==> src/rtl/bus_arbiter_2.sv <==
// bus_arbiter_2: two-master, one-slave round-robin arbiter for the shared
// boot/program memory bus.
//
// Ports:
//   i_clock, i_reset        clock (rising edge), synchronous active-low reset
//   i_pa_* / o_pa_*         port A (instruction fetch): request, rw, address,
//                           wdata in; rdata, 1-cycle ready out
//   i_pb_* / o_pb_*         port B (data load/store), same as port A
//   o_request, o_rw,        registered slave transaction fields
//   o_address, o_wdata
//   i_rdata, i_ready        slave read data and completion
//   o_timeout               1-cycle pulse alongside the master ready of an
//                           aborted transaction
//
// Parameter TIMEOUT: ACTIVE cycles without i_ready before abort (2..65535).
module bus_arbiter_2 #(
    parameter int unsigned TIMEOUT = 256
) (
    input  logic        i_clock,
    input  logic        i_reset,

    input  logic        i_pa_request,
    input  logic        i_pa_rw,
    input  logic [31:0] i_pa_address,
    input  logic [31:0] i_pa_wdata,
    output logic [31:0] o_pa_rdata,
    output logic        o_pa_ready,

    input  logic        i_pb_request,
    input  logic        i_pb_rw,
    input  logic [31:0] i_pb_address,
    input  logic [31:0] i_pb_wdata,
    output logic [31:0] o_pb_rdata,
    output logic        o_pb_ready,

    output logic        o_request,
    output logic        o_rw,
    output logic [31:0] o_address,
    output logic [31:0] o_wdata,
    input  logic [31:0] i_rdata,
    input  logic        i_ready,
    output logic        o_timeout
);

    localparam int unsigned    CW       = $clog2(TIMEOUT);
    localparam logic [CW-1:0]  CNT_LAST = CW'(TIMEOUT - 1);

    typedef enum logic [1:0] {
        ST_IDLE,
        ST_ACTIVE,
        ST_DONE
    } state_t;

    state_t          state;
    logic            grant_b;       // 1 = port B owns the current transaction
    logic            last_grant_b;  // 1 = port B was served last
    logic [CW-1:0]   counter;
    logic [31:0]     data_q;
    logic            pick_b;

    // B wins when it is the only requester, or when both request and A was
    // served last. Reset leaves last_grant on B so A wins the first tie.
    always_comb begin
        pick_b = i_pb_request & (~i_pa_request | ~last_grant_b);
    end

    // Both masters see the one data register; each only looks at it while
    // its own ready is high.
    assign o_pa_rdata = data_q;
    assign o_pb_rdata = data_q;

    always_ff @(posedge i_clock) begin
        if (!i_reset) begin
            state        <= ST_IDLE;
            grant_b      <= 1'b0;
            last_grant_b <= 1'b1;
            counter      <= '0;
            data_q       <= '0;
            o_request    <= 1'b0;
            o_rw         <= 1'b0;
            o_address    <= '0;
            o_wdata      <= '0;
            o_pa_ready   <= 1'b0;
            o_pb_ready   <= 1'b0;
            o_timeout    <= 1'b0;
        end else begin
            // Ready and timeout are single-cycle pulses; they are only set
            // on the ACTIVE -> DONE transition below.
            o_pa_ready <= 1'b0;
            o_pb_ready <= 1'b0;
            o_timeout  <= 1'b0;

            case (state)
                ST_IDLE: begin
                    if (i_pa_request || i_pb_request) begin
                        grant_b   <= pick_b;
                        o_rw      <= pick_b ? i_pb_rw      : i_pa_rw;
                        o_address <= pick_b ? i_pb_address : i_pa_address;
                        o_wdata   <= pick_b ? i_pb_wdata   : i_pa_wdata;
                        o_request <= 1'b1;
                        counter   <= '0;
                        state     <= ST_ACTIVE;
                    end
                end

                ST_ACTIVE: begin
                    // Completion outputs are registered here so they are
                    // visible during the DONE cycle itself; i_ready takes
                    // priority over an expiring counter.
                    if (i_ready || (counter == CNT_LAST)) begin
                        data_q     <= i_ready ? i_rdata : '0;
                        o_timeout  <= ~i_ready;
                        o_request  <= 1'b0;
                        o_pa_ready <= ~grant_b;
                        o_pb_ready <= grant_b;
                        state      <= ST_DONE;
                    end else begin
                        counter <= counter + CW'(1);
                    end
                end

                ST_DONE: begin
                    last_grant_b <= grant_b;
                    state        <= ST_IDLE;
                end

                default: state <= ST_IDLE;
            endcase
        end
    end

endmodule

==> config.mk <==
export PLATFORM = sky130hd
export DESIGN_NAME = bus_arbiter_2
export DESIGN_NICKNAME = d
export VERILOG_FILES = /design/src/rtl/bus_arbiter_2.sv
export SDC_FILE = /design/constraint.sdc
export NUM_CORES = 1
export LEC_CHECK = 0
export ABC_CLOCK_PERIOD_IN_PS = 1300
export BUFFER_PORTS_ARGS = -buffer_cell sky130_fd_sc_hd__buf_2
export CAP_MARGIN = 20
export CORE_AREA = 2 2 118 120
export CTS_CLUSTER_SIZE = 30
export DETAILED_ROUTE_END_ITERATION = 10
export DIE_AREA = 0 0 120 122
export PLACE_DENSITY = 0.82
export REMOVE_ABC_BUFFERS = 1
export SYNTH_ARGS = -nofsm -noshare
export SYNTH_HDL_FRONTEND = slang
export SYNTH_SLANG_ARGS = --single-unit
==> constraint.sdc <==
create_clock -name i_clock -period 1.3 [get_ports i_clock]
set_input_delay 0.065 -clock i_clock [delete_from_list [all_inputs] [get_ports i_clock]]
set_output_delay 0.065 -clock i_clock [all_outputs]
set_load 0.1 [all_outputs]
* Word level (Yosys, flattened, before mapping)
Cells that the tools add are included.
** Storage, ports and cells
- Register bits :: 113
- Word-level logic and storage cells :: 48
- Input port bits :: 167
- Output and inout port bits :: 133
** Operators by class
- Reductions and logical operators :: 10
- Multiplexer cells :: 13
- Bitwise logic cells :: 6
- Eq/ne operators :: 6
- Add/sub/neg operators :: 1
** Operators with widths (count)
- 32-bit two-way mux :: 3
- 8-bit two-way mux :: 2
- 8-bit case mux with 2 select lines :: 1
- 3-bit AND reduction :: 3
- 8-bit by 1-bit adder with 8-bit output, second input constant :: 1
- 8-bit equality test, second input constant :: 1
- 2-bit inequality test, second input constant :: 3
- 2-bit AND reduction :: 3
- 2-bit two-way mux :: 2
- 1-bit NOT :: 4
- 2-bit case mux with 2 select lines :: 1
- 1-bit two-way mux :: 3
- 2-bit by 1-bit equality test with 1-bit output, second input constant :: 1
- 2-bit equality test, second input constant :: 1
- 2-bit logical NOT :: 1
- 1-bit logical OR :: 2
- 1-bit case mux with 2 select lines :: 1
- 2-bit nonzero test :: 1
- 1-bit AND :: 1
- 1-bit bitwise OR :: 1

* Depth between registers and ports, before layout
Gate-level depths: netlist (run 1).
- Word-level depth :: 4
- Mapped depth :: 6
- Gate-level depth less buffers :: 6

* Worst setup path before layout (run 1)
No wires, ideal clock.
- Kind :: reg2reg
- From :: register counter[0]
- To :: register data_q[10], in the netlist o_pa_rdata[10]
- Cell stages (with the launch flop) :: 7
- Data required time :: 1.182 ns
- Setup slack :: -0.154 ns
- Buffers on the path :: 1
- Arrival :: 1.336 ns
- Clock period less this slack :: 1.454 ns
- Setup time :: 0.118 ns
- Cell sequence :: dfxtp_1 > ha_1 > nand3_1 > o21bai_2 > a21oi_2 > buf_6 > a22o_1
** Between the ends
- Word-level cells in the longest chain between the ends :: 3
** Ends and longest elaborated chain
- start, declared :: line 57 : logic [CW-1:0] counter;
- start signal, assigned :: line 118 : counter <= counter + CW'(1);
- 8-bit equality test :: line 110 : if (i_ready || (counter == CNT_LAST)) begin
- 1-bit logical OR :: line 110
- 2-bit AND reduction (no source line)
- end signal, assigned :: line 111 : data_q <= i_ready ? i_rdata : '0;
- end, declared :: line 58 : logic [31:0] data_q;
Every way passes these cells.
A chain may end at the register's enable or synchronous reset.

* Worst setup path in the final report (run 1)
- From :: register last_grant_b
- To :: register o_address[18]
** Between the ends
- Word-level cells in the longest chain between the ends :: 4
** Ends and longest elaborated chain
- start, declared :: line 56 : logic last_grant_b;
- start signal, assigned :: line 123 : last_grant_b <= grant_b;
- 1-bit NOT :: line 64 : pick_b = i_pb_request & (~i_pa_request | ~last_grant_b);
- 1-bit bitwise OR :: line 64
- 1-bit AND :: line 64
- 32-bit two-way mux :: line 98 : o_address <= pick_b ? i_pb_address : i_pa_address;
- end signal, assigned :: line 98
- end, declared :: line 38 : output logic [31:0] o_address,
Every way passes these cells.

==> run summary, run 1 <==
Non-filler cells, final: 1091
Synth top area cells: dfxtp_1 (47%), mux2i_1 (14%), a211oi_1 (10%)
Placed cell count: 928
WS Path Type: register to register
Initial Util: 35.7%
Worst Skew: 0.00445 ns
Top-area cell type share of the netlist area: 46.9%
Crit path max fanout: 7
DP HPWL: 10600 µm
Multiplexer share of the synthesized area: 13.7%
CP delay by family, top: compound AO/OA/AOI/OAI gates
Setup slack, reg-to-reg: -0.22 ns
Tot GR Track Use: 22.4%
Routability cong.: 0.796
Port bufs: 299
CTS buffer count: 17
Slew headroom: 65.4%
Clock Path Buffers: 2
Vias in the first global route: 5075
Peak supply drop: 0.000773 V
Synthesized area: 4820 µm²
Critical Path AT: 1.80 ns
Post-Synthesis Cells: 473
DR iter-0 viols: 214
#FFs+latches synth: 113
Layout Nets: 1066
CTS Sinks: 113
Synth Area in Compound Gates: 19.1%
Worst path max stage delay: 0.33 ns
CTS tree: built
Min Tclk post-route: 1.52 ns
Area Growth Syn to Fin: 94.0%
Worst skew pair latency: 0.40 ns
Wirelength per Cell: 18.9 µm
Largest net degree at the start of global routing: 45
Synth Area in Simple Gates: 9.94%
P_leak: 4.26 nW
RSZ-0062 raised after global routing: true
CP Cell Sequence: a21boi_4 -> clkbuf_16 -> buf_8 -> mux2i_1 -> a211oi_2
PD cells: 1450 nW/µm²
XOR/XNOR Fraction of Synth Area: 0%
Die X: 120 µm
Adder-Cell Fraction of Synth Area: 0.260%
Worst-path clk slew: 0.06 ns
Worst Hold Class: primary input to register
Detailed Routing Iterations Pass 1: 4
Synth warn: 0
Post-synth ARST share: 0%
Max-cap violations: 0
Endpoints failing hold: 0
Critical Path Start Type: register
CTS HTree Levels: 4
CP startpoint: last_grant_b
Post-synth cell types: 40
WP data required: 1.58 ns
IO Pins: 300
Failing checks: setup timing
Crit. End Element: register
Final max-slew violation count: 0
Final Routed Wirelength: 20600 µm
Max Freq: 0.658 GHz
Final period util: 117%
Layout cells sized above 1: 55.5%
Synth top cells by count: dfxtp_1 (113), nor2_1 (71), mux2i_1 (66)
EDFF count, synth: 0
Top_reg_cell synth: dfxtp_1
Cell taking the most area after synthesis: dfxtp_1
Syn Area/Cell: 10.2 µm²
DRT antenna net count: 0
Final number of setup-violating endpoints: 107
DRC viols: 0
RR Startpoint: last_grant_b
Outcome: finished with violations
Initial antenna violation count: 0
Hold path start: i_pa_wdata[20]
DIE AREA: 14600 µm²
Final Power: 13.6 mW
Row cnt: 43
Total number of vias: 5571
Worst path slowest cell: dfxtp_2
Antenna fix cells: 0
Final core utilization: 69.2%
Via/cell ratio: 5.11
Core ar.: 13500 µm²
Die Y: 122 µm
CP Buf/Inv Count: 2
Top-count cell post-synth: dfxtp_1
Seq/Total Area, Yosys: 46.9%
GRT overflow: 0
First-pass GRT wire length: 25500 µm
Slew @ Worst Pin: 0.523 ns
Final WS setup: -0.220 ns
Clock Tree Root: clkbuf_16
Main combinational cell family by area after synthesis: compound AO/OA/AOI/OAI gates
kinds of logic after synthesis:
logic type                 Yosys count
DFF                                113
buffers and inverters               73
adders and majority gates            1
and+or+nand+nor                    103
muxes                               66
AOI/OAI and AO/OA                  117
layout by cell type, fill, tap and decap left out, drive strengths merged, types with 2 or more instances in the layout:
cell / instances
o21ai: 2
dlygate4sd3: 99
or3: 2
a211oi: 65
a22o: 33
mux2i: 66
clkbuf: 70
clkinvlp: 6
dfxtp: 113
inv: 3
buf: 324
nor3b: 2
nand4b: 2
nor2: 71
nand2: 9
clkinv: 6
nand3: 7
nand4: 3
o21a: 2
a21oi: 6
o221ai: 2
bufinv: 2
metrics by stage:
stage                     hold slack (ns)  TNS (ns)  setup WS (ns)  area [µm²]
after detailed placement            0.278    -12.40         -0.236        6540
after CTS                         0.00105     -4.82         -0.127        8480
after floorplan                     0.127   -203.42          -2.34        4350
after global placement              0.275     -7.86         -0.184        6540
final                              0.0196    -10.62         -0.220        9350
after global routing             -0.00338    -16.51         -0.265        9350
path summary, 6_finish.rpt:
path	endpoint	cells after the start
setup / recovery	o_address[18]	5
hold / removal	o_wdata[20]	3
setup reg to reg	o_address[18]	5
hold reg to reg	o_pa_ready	1
cell type report:
cell class              instances  area [µm²]
flip-flops and latches        113        2270
multi-input cells             287        2550
clock inverters                14         143
well taps                     180         225
inverters                       3        11.3
clock buffers                  18         429
repair buffers                476        3720
fillers                       890        4150
worst min-delay path, stage by stage:
cell and delay (ns):
buf_2 0.09, mux2i_1 0.13, a211oi_1 0.09
per-layer routing:
metal | track usage [%] | vias up | part of all wire, %
met5 | 0 | - | 0
met3 | 6.88 | 59 | 6.9
li1 | - | 2554 | -
met4 | 10.6 | 0 | 3.4
met2 | 39.8 | 315 | 53
met1 | 24.3 | 2643 | 37
power by group:
part	internal, mW	leakage [nW]	switching (mW)	total, mW
Combinational	1.56	3.07	3.60	5.16
Clock	2.80	0.264	1.65	4.46
Sequential	3.77	0.932	0.204	3.97
flip-flops by register name, summed over array words and instances, names as in the netlist:
name and flops:
o_pa_ready 1, o_rw 1, counter 8, o_wdata 32, o_request 1, last_grant_b 1, o_pb_ready 1, state 2
grant_b 1, o_pa_rdata 32, o_address 32, o_timeout 1
what timing repair did:
| action | CTS | global route |
|---|---|---|
| endpoints found under the setup margin | 122 | 144 |
| endpoints found under the hold margin | 71 | 0 |
| pin swaps | 31 | 64 |
| hold buffers | 99 | 0 |
| gates cloned | 4 | 10 |
| setup buffers | 11 | 10 |
| gates resized for setup | 52 | 161 |
Note: power is estimated with default switching activity, not from simulation.
==> run 2: changes to the inputs <==
Settings changed: ABC_AREA set to 1, REMOVE_ABC_BUFFERS 1 to not set.
==> run summary, run 2 <==
Final period util: 120%
Worst skew pair latency: 0.41 ns
Post-synth ARST share: 0%
RSZ-0062 raised after global routing: true
Crit. End Element: register
Synth warn: 0
Worst Hold Class: primary input to register
Slew headroom: 62.4%
CTS HTree Levels: 4
DRC viols: 0
Wirelength per Cell: 22.0 µm
Max Freq: 0.639 GHz
DIE AREA: 14600 µm²
Area occupied by multi-input gates: 2680 µm²
Port bufs: 299
IO Pins: 300
Worst path slowest cell: dfxtp_4
Area Growth Syn to Fin: 112%
Worst path max stage delay: 0.36 ns
Worst Skew: 0.00459 ns
Peak supply drop: 0.00107 V
Core ar.: 13500 µm²
Commonest non-fill, non-tap cells in the layout: buf_2 (286), nand2_1 (198), dlygate4sd3_1 (162), dfxtp_2 (89), a31oi_1 (43)
CTS Sinks: 113
Cell taking the most area after synthesis: dfxtp_1
Post-synth cell types: 27
DR iter-0 viols: 674
Top_reg_cell synth: dfxtp_1
Design area: 10200 µm²
Die Y: 122 µm
Clock Tree Root: clkbuf_16
Placed cell count: 1071
Non-filler cells, final: 1311
Top Metal Used: met4
DRT met1 WL: 9210 µm
#FFs+latches synth: 113
Initial Util: 35.7%
Endpoints failing hold: 0
Met3 wire length: 3260 µm
Layout cells sized above 1: 54.0%
Fill cell count: 758
Top-area cell type share of the netlist area: 46.9%
Syn Area/Cell: 7.54 µm²
CP Buf/Inv Count: 3
Layout Nets: 1283
CP delay by family, top: buffers and inverters
CTS buffer count: 17
Clock Path Buffers: 2
Total number of vias: 7386
WS Path Type: register to register
Min Tclk post-route: 1.56 ns
Commonest non-fill, non-tap cell in the layout: buf_2
Worst hold slack: 0.0455 ns
Final Routed Wirelength: 28800 µm
CP Cell Sequence: nor3_4 -> buf_12 -> clkbuf_16 -> clkbuf_16 -> o21ai_1 -> a31oi_1
Outcome: finished with violations
Max-cap violations: 0
P_leak: 4.68 nW
Final WS setup: -0.264 ns
Setup TNS: -10.48 ns
Final max-slew violation count: 0
Syn nets: 807
Critical Path Start Type: register
Detailed Routing Iterations Pass 1: 5
DP HPWL: 11000 µm
Crit path max fanout: 6
Post-Synthesis Cells: 639
Synth top cells by count: nand2_1 (226), dfxtp_1 (113), a31oi_1 (65)
GRT overflow: 0
DRT antenna net count: 0
Row cnt: 43
Slew @ Worst Pin: 0.568 ns
Top-count cell post-synth: nand2_1
Via/cell ratio: 5.63
PD cells: 1390 nW/µm²
Final core utilization: 75.7%
EDFF count, synth: 0
Placed inst area: 6510 µm²
Synth top area cells: dfxtp_1 (47%), nand2_1 (18%), a31oi_1 (8.4%)
Met2 WL post-DR: 14000 µm
Failing checks: setup timing
Worst-path clk slew: 0.06 ns
Tot GR Track Use: 29.8%
Register Area: 2380 µm²
Critical Path AT: 1.85 ns
Synthesized area: 4820 µm²
First-pass GRT wire length: 34100 µm
Final number of setup-violating endpoints: 106
WP data required: 1.59 ns
Routability cong.: 0.824
Vias in the first global route: 6724
Seq/Total Area, Yosys: 46.9%
CTS tree: built
Crit-path most repeated cell: clkbuf_16
Initial antenna violation count: 3
Die X: 120 µm
Largest net degree at the start of global routing: 54
-- run 2: layout make-up --
| cell class | instances | share of cell area [%] |
|---|---|---|
| Antenna cell | 3 | 0.0734 |
| Clock buffer | 22 | 4.64 |
| Clock inverter | 10 | 0.832 |
| Inverter | 13 | 0.575 |
| Multi-Input combinational cell | 434 | 26.3 |
| Sequential cell | 113 | 23.3 |
| Tap cell | 180 | 2.20 |
| Timing Repair Buffer | 536 | 42.2 |
-- run 2: cell families (layout without fill, tap and decap cells) --
logic type | after synthesis | in the layout | synth area share, %
buffers and inverters | 92 | 581 | 11.2
AO/OA/AOI/OAI | 176 | 176 | 20.4
other | 0 | 3 | 0
adder cells (fa/ha/maj) | 1 | 1 | 0.259
AND/OR/NAND/NOR | 256 | 256 | 21.0
XOR/XNOR | 1 | 1 | 0.182
flip-flops | 113 | 113 | 46.9
-- run 2: power by group --
group / switching (mW) / internal, mW
combinational: 3.97 / 1.73
sequential: 0.251 / 3.83
clock: 1.67 / 2.76
total: 5.89 / 8.32
-- run 2: worst min-delay path, stage by stage --
cell,delay (ns)
buf_2,0.07
inv_1,0.12
nand2_1,0.11
inv_1,0.04
-- run 2: metal layers --
metal	global-route usage, %	vias to the layer above
li1	-	3077
met1	29.9	3353
met2	51.6	728
met3	9.69	228
met4	22.6	0
met5	0	-
-- run 2: per-stage QoR --
| step | setup slack (ns) | power, mW |
|---|---|---|
| 6_report | -0.264 | 14.2 |
| 5_1_grt | -0.318 | 14.6 |
| 4_1_cts | -0.0353 | 13.0 |
| 3_5_place_dp | -0.0515 | 8.07 |
| 3_3_place_gp | -0.0245 | 8.04 |
| 2_1_floorplan | -0.00941 | 7.28 |
-- run 2: timing repair --
item,CTS,global route
hold buffers,162,0
hold endpoints to repair,97,0
pin swaps,4,10
resized for setup,27,200
gates cloned,3,15
setup endpoints to repair,75,104
setup buffers,6,19
-- run 2: worst paths after layout --
check	start	endpoint	slack, ns	cells after the start
worst max-delay path	state[1]	o_rw	-0.26	6
worst min register to register	o_pa_rdata[21]	o_pa_rdata[21]	0.47	2
worst max register to register	state[1]	o_rw	-0.26	6
worst min-delay path	i_ready	o_timeout	0.05	4
